### config.mk
export PLATFORM = sky130hd
export DESIGN_NAME = lcd_vram_arbiter
export DESIGN_NICKNAME = d
export VERILOG_FILES = /design/src/rtl/lcd_pkg.sv /design/src/rtl/lcd_wr_fifo.sv /design/src/rtl/lcd_vram_arbiter.sv
export SDC_FILE = /design/constraint.sdc
export NUM_CORES = 1
export LEC_CHECK = 0
export ABC_AREA = 1
export ABC_CLOCK_PERIOD_IN_PS = 3700
export CAP_MARGIN = 15
export CELL_PAD_IN_SITES_DETAIL_PLACEMENT = 2
export CELL_PAD_IN_SITES_GLOBAL_PLACEMENT = 2
export CORE_MARGIN = 5
export CORE_UTILIZATION = 40
export DETAILED_ROUTE_END_ITERATION = 8
export PLACE_DENSITY = 0.8
export SLEW_MARGIN = 40
export SYNTH_ARGS = -nofsm -noshare
export SYNTH_HDL_FRONTEND = slang
export SYNTH_SLANG_ARGS = --single-unit
### constraint.sdc
create_clock -name clk -period 3.7 [get_ports clk]
set_input_delay 0.74 -clock clk [delete_from_list [all_inputs] [get_ports clk]]
set_output_delay 0.74 -clock clk [all_outputs]
set_load 0.005 [all_outputs]
### src/rtl/lcd_pkg.sv
// lcd_pkg: shared status codes, FSM states and write-entry layout for the LCD VRAM arbiter
package lcd_pkg;
  localparam int ROW_W = 7;
  localparam int COL_W = 2;
  localparam int DATA_W = 32;
  localparam int ENTRY_W = ROW_W + COL_W + DATA_W;
  localparam logic [1:0] LCD_INIT = 2'd0;
  localparam logic [1:0] LCD_READY = 2'd1;
  localparam logic [1:0] LCD_BUSY = 2'd2;
  localparam logic [1:0] LCD_FINISH = 2'd3;
  typedef enum logic [2:0] {
    ST_IDLE,
    ST_DRAIN,
    ST_REFRESH,
    ST_WAIT_BUSY,
    ST_WAIT_DONE
  } state_t;
  typedef struct packed {
    logic [ROW_W-1:0] row;
    logic [COL_W-1:0] col;
    logic [DATA_W-1:0] data;
  } wr_entry_t;
endpackage

### src/rtl/lcd_wr_fifo.sv
// lcd_wr_fifo: per-requester synchronous write FIFO; pointers carry a wrap bit to tell full from empty
module lcd_wr_fifo
  import lcd_pkg::*;
#(
  parameter int FIFO_DEPTH = 4
) (
  input  logic      clk,
  input  logic      rstn,
  input  logic      push,
  input  logic      pop,
  input  wr_entry_t din,
  output wr_entry_t dout,
  output logic      full,
  output logic      empty
);
  localparam int AW = $clog2(FIFO_DEPTH);
  wr_entry_t mem [FIFO_DEPTH];
  logic [AW:0] wr_ptr, rd_ptr;
  assign full = (wr_ptr ^ rd_ptr) == {1'b1, {AW{1'b0}}};
  assign empty = wr_ptr == rd_ptr;
  assign dout = mem[rd_ptr[AW-1:0]];
  always_ff @(posedge clk or negedge rstn)
    if (!rstn) begin
      wr_ptr <= '0;
      rd_ptr <= '0;
    end else begin
      if (push && !full) wr_ptr <= wr_ptr + 1'b1;
      if (pop && !empty) rd_ptr <= rd_ptr + 1'b1;
    end
  always_ff @(posedge clk)
    if (push && !full) mem[wr_ptr[AW-1:0]] <= din;
endmodule

### src/rtl/lcd_vram_arbiter.sv
// lcd_vram_arbiter: round-robin sharing of the lcd_top VRAM write port between two requesters,
// plus serialised refresh (drain, pulse, BUSY/done handshake with timeout).
module lcd_vram_arbiter
  import lcd_pkg::*;
#(
  parameter int FIFO_DEPTH = 4,
  parameter int TIMEOUT = 1024
) (
  input  logic              clk,
  input  logic              rstn,
  input  logic [1:0]        I_status,
  input  logic              I_a_valid,
  output logic              O_a_ready,
  input  logic [ROW_W-1:0]  I_a_row,
  input  logic [COL_W-1:0]  I_a_col,
  input  logic [DATA_W-1:0] I_a_data,
  input  logic              I_b_valid,
  output logic              O_b_ready,
  input  logic [ROW_W-1:0]  I_b_row,
  input  logic [COL_W-1:0]  I_b_col,
  input  logic [DATA_W-1:0] I_b_data,
  input  logic              I_refresh_req,
  output logic              O_vram_we,
  output logic [ROW_W-1:0]  O_row,
  output logic [COL_W-1:0]  O_col,
  output logic [DATA_W-1:0] O_data,
  output logic              O_refresh,
  output logic              O_busy,
  output logic              O_err_timeout
);
  localparam int CW = $clog2(TIMEOUT) + 1;
  state_t state, state_nx;
  wr_entry_t a_dout, b_dout;
  logic a_full, a_empty, b_full, b_empty;
  logic grant, sel_b, last_b, pending, status_ready, timed_out;
  logic [CW-1:0] cnt;
  assign status_ready = I_status == LCD_READY;
  assign timed_out = cnt == CW'(TIMEOUT - 1);
  lcd_wr_fifo #(.FIFO_DEPTH(FIFO_DEPTH)) u_fifo_a (
    .clk(clk), .rstn(rstn),
    .push(I_a_valid && O_a_ready), .pop(grant && !sel_b),
    .din({I_a_row, I_a_col, I_a_data}), .dout(a_dout),
    .full(a_full), .empty(a_empty)
  );
  lcd_wr_fifo #(.FIFO_DEPTH(FIFO_DEPTH)) u_fifo_b (
    .clk(clk), .rstn(rstn),
    .push(I_b_valid && O_b_ready), .pop(grant && sel_b),
    .din({I_b_row, I_b_col, I_b_data}), .dout(b_dout),
    .full(b_full), .empty(b_empty)
  );
  always_ff @(posedge clk or negedge rstn)
    if (!rstn) state <= ST_IDLE;
    else state <= state_nx;
  always_comb begin
    state_nx = state;
    case (state)
      ST_IDLE:      if (I_refresh_req || pending) state_nx = ST_DRAIN;
      ST_DRAIN:     if (a_empty && b_empty && status_ready) state_nx = ST_REFRESH;
      ST_REFRESH:   state_nx = ST_WAIT_BUSY;
      ST_WAIT_BUSY: state_nx = I_status == LCD_BUSY ? ST_WAIT_DONE : timed_out ? ST_IDLE : ST_WAIT_BUSY;
      ST_WAIT_DONE: if (status_ready || I_status == LCD_FINISH)
                      state_nx = (pending || I_refresh_req) ? ST_DRAIN : ST_IDLE;
      default:      state_nx = ST_IDLE;
    endcase
  end
  always_comb begin
    O_refresh = state == ST_REFRESH;
    O_busy = state != ST_IDLE || pending;
    O_a_ready = !a_full && state != ST_DRAIN;
    O_b_ready = !b_full && state != ST_DRAIN;
    grant = (state == ST_IDLE || state == ST_DRAIN) && status_ready && !(a_empty && b_empty);
    sel_b = !b_empty && (a_empty || !last_b);
  end
  // last_b resets high so that A wins the first contested grant
  always_ff @(posedge clk or negedge rstn)
    if (!rstn) begin
      O_vram_we <= 1'b0;
      {O_row, O_col, O_data} <= '0;
      last_b <= 1'b1;
      cnt <= '0;
      pending <= 1'b0;
      O_err_timeout <= 1'b0;
    end else begin
      O_vram_we <= grant;
      if (grant) begin
        last_b <= sel_b;
        {O_row, O_col, O_data} <= sel_b ? b_dout : a_dout;
      end
      cnt <= state != ST_WAIT_BUSY ? '0 : &cnt ? cnt : cnt + 1'b1;
      if (state == ST_WAIT_BUSY && state_nx == ST_IDLE) O_err_timeout <= 1'b1;
      if (state_nx == ST_DRAIN) pending <= 1'b0;
      else if (I_refresh_req && state inside {ST_REFRESH, ST_WAIT_BUSY, ST_WAIT_DONE}) pending <= 1'b1;
    end
endmodule

==> summary.md <==
| Metric | Value |
|---|---|
| Die Ht | `207.7 um` |
| Slew @ Worst Pin | `686.3 ps` |
| Post-Syn Area | `15,630 um^2` |
| Worst relative slew slack | `54.25%` |
| GRT Overall Usage | `22.31%` |
| Share of layout cells above drive strength 1 | `10.77%` |
| Most frequent cells in the layout | `edfxtp_1 (328), nor2_1 (182), o21ai_0 (172)` |
| Overall power | `14.65 mW` |
| Postcts setup bufs | `0` |
| HPWL Detailed | `31,390 um` |
| Crit-path max FO | `6` |
| Core Util, Final | `49.35%` |
| Setup ws final | `755.1 ps` |
| Core Region | `38,650 um^2` |
| Post-synthesis mux area share | `0%` |
| Simple-Gate Fraction of Synth Area | `11.93%` |
| Synthesis-to-finish area growth | `22.02%` |
| Hold_buf cts | `0` |
| Post-place setup slack | `734.0 ps` |
| Vias | `10,380` |
| Lkg Pwr | `6.782 nW` |
| Power per cell area | `768.3 nW/um^2` |
| Final Cell Area | `19,070 um^2` |
| Clk sinks | `399` |
| Hold Path Class | `primary input to asynchronous set/reset pin` |
| Antenna violations before repair | `2` |
| Adder-cell area share of the yosys netlist | `0.8805%` |
| Critical path arrival | `2200 ps` |
| Hold Slack | `38.61 ps` |
| Pins over their slew limit | `0` |
| Pre-Repair DR Iteration Count | `5` |
| Tcrit/Tclk final | `79.59%` |
| Compound-gate portion of the synthesized area | `9.325%` |
| IO Port Bufs | `135` |
| RSZ-0062 raised after global routing | `no` |
| Detail Route Antenna Nets | `0` |
| Element type at the critical path end | `output pin` |
| Setup slack, reg-to-reg | `1060 ps` |
| DR iter-0 viols | `716` |
| Clock Path Buffers | `3` |
| Root Buffer Master | `clkbuf_16` |
| Fin Setup TNS | `0 ps` |
| TritonCTS clock tree | `built` |
| Min Tclk post-route | `2945 ps` |
| Post-CTS Resized | `0` |
| Worst r2r src | `state[2]` |
| Row Count | `72` |
| Placement Cell Area | `17,640 um^2` |
| Post-route insts no fill | `1,912` |
| Placed Cells | `1,832` |
| Main combinational cell family by area after synthesis | `simple AND/OR/NAND/NOR gates` |
| Post-Syn Area per Cell | `12.80 um^2` |
| CP Class | `flop to output pin` |
| Most area-consuming cells after synthesis | `edfxtp_1 (63%), dfrtp_1 (11%), o21ai_0 (5.5%)` |
| Worst Reg-to-Reg Cells | `7` |
| Status | `completed` |
| Worst setup skew after layout | `16.71 ps` |
| I/O Pins | `136` |
| H-tree levels | `2` |
| Crit. Startpoint | `state[2]` |
| Die Area | `43,130 um^2` |
| Clk slew on worst S/H paths | `60 ps` |
| Max Fclk | `339.6 MHz` |
| FF-to-FF End | `u_fifo_a.mem[1][31]` |
| Crit path launch type | `flop` |
| Ys flop type | `edfxtp_1` |
| Post-Syn Nets | `1,321` |
| Peak supply drop | `0.0003630 V` |
| Register area share after synthesis | `74.39%` |
| XOR/XNOR share of the synthesized area | `0.6163%` |
| Max Cap Viol | `0` |
| Drt drc | `0` |
| Total global routing overflow | `0` |
| Detailed Route WL | `48,930 um` |
| Final Hold Fails | `0` |
| EDFF count, synth | `328` |
| Commonest non-fill, non-tap cell in the layout | `edfxtp_1` |
| Synth top area share | `63.01%` |
| Number of buffers created by CTS | `43` |
| Clk_lat worst skew | `560 ps` |
| Yosys warns | `0` |
| Post-synth top area cell | `edfxtp_1` |
| Syn Inst Count | `1,221` |
| Final setup fails | `0` |
| Routed len/inst | `25.59 um` |
| Die width | `207.7 um` |
| NumNets Final | `1,460` |
| Largest net degree at the start of global routing | `85` |
| Global-route wire length before repair | `73,940 um` |
| Synth Register Bits | `399` |
| Drt via density | `5.429` |
| Initial Util | `40.45%` |
| Asr flop ratio synth | `17.79%` |
| Cell variety after synth | `30` |
| Vias in the first global route | `11,740` |
| Final GP Congestion | `0.7788` |
| Data required, critical path | `2960 ps` |
==> registers in the layout (all words and copies together) (netlist names) <==
register,count
last_b,1
O_data,32
u_fifo_a.mem,164
u_fifo_b.mem,164
O_vram_we,1
pending,1
u_fifo_b.wr_ptr,3
O_col,2
O_err_timeout,1
O_row,7
u_fifo_a.wr_ptr,3
cnt,11
state,3
u_fifo_a.rd_ptr,3
u_fifo_b.rd_ptr,3
==> how the worst max path moves through the flow <==
stage,cells past startpoint,slack [ps],end
5_1_grt,7,580,O_a_ready
3_5_place_dp,4,730,u_fifo_a.mem[1][31]
3_3_place_gp,4,860,u_fifo_a.mem[1][12]
2_1_floorplan,2,510,u_fifo_a.mem[3][0]
6_report,7,760,O_a_ready
4_1_cts,7,730,O_a_ready
==> report_power, final <==
group | internal, mW | leakage (nW) | total [mW] | switching (mW)
clock network | 2.56 | 0.690 | 4.32 | 1.75
registers | 5.46 | 3.84 | 5.84 | 0.381
logic | 1.47 | 2.25 | 4.50 | 3.03
total | 9.49 | 6.78 | 14.7 | 5.16
==> worst max-delay path, cell delays in order (launching register included) <==
cell	delay [ps]
dfrtp_1	440
nor2_1	170
inv_1	80
nor2_1	180
inv_1	180
nand2_1	120
inv_1	50
clkdlybuf4s50_1	440
==> routing by layer <==
| layer | routed length (um) | track usage (%) | up-vias |
|---|---|---|---|
| met2 | 25140 | 39.16 | 232 |
| met1 | 20590 | 28.79 | 5409 |
| met3 | 1906 | 3.204 | 81 |
| met5 | 7 | 0 | - |
| li1 | - | - | 4656 |
| met4 | 1283 | 7.067 | 2 |
==> synth_stat cells (2+ instances only) <==
cell type and n:
edfxtp_1 328, nor2_1 190, o21ai_0 172, nand2_1 154, o22ai_1 82, dfrtp_1 70, clkbuf_1 48, inv_1 36
nand3_1 32, nand3_2 22, nand2_2 21, a21oi_1 11, ha_1 11, buf_2 9, xor2_1 9, inv_2 5
nand4_1 4, buf_1 2, buf_6 2, buf_8 2, xnor2_1 2
==> cell families (layout without fill, tap and decap cells) <==
logic type	Yosys count	in the layout
and+or+nand+nor	426	426
DFF	399	399
AOI/OAI and AO/OA	269	269
buffers and inverters	105	277
adders and majority gates	11	11
xor gates and xnor gates	11	11
other	0	1
==> area by class of cell <==
class	instances	area (um^2)
timing repair buffer	158	1604
clock inverter	19	196.4
antenna	1	2.502
sequential	399	11630
clock buffer	59	1209
fill	3681	19570
inverter	41	155.1
tap	518	648.1
multi-input combinational	717	3628
Power figures use the tool's default switching activity.
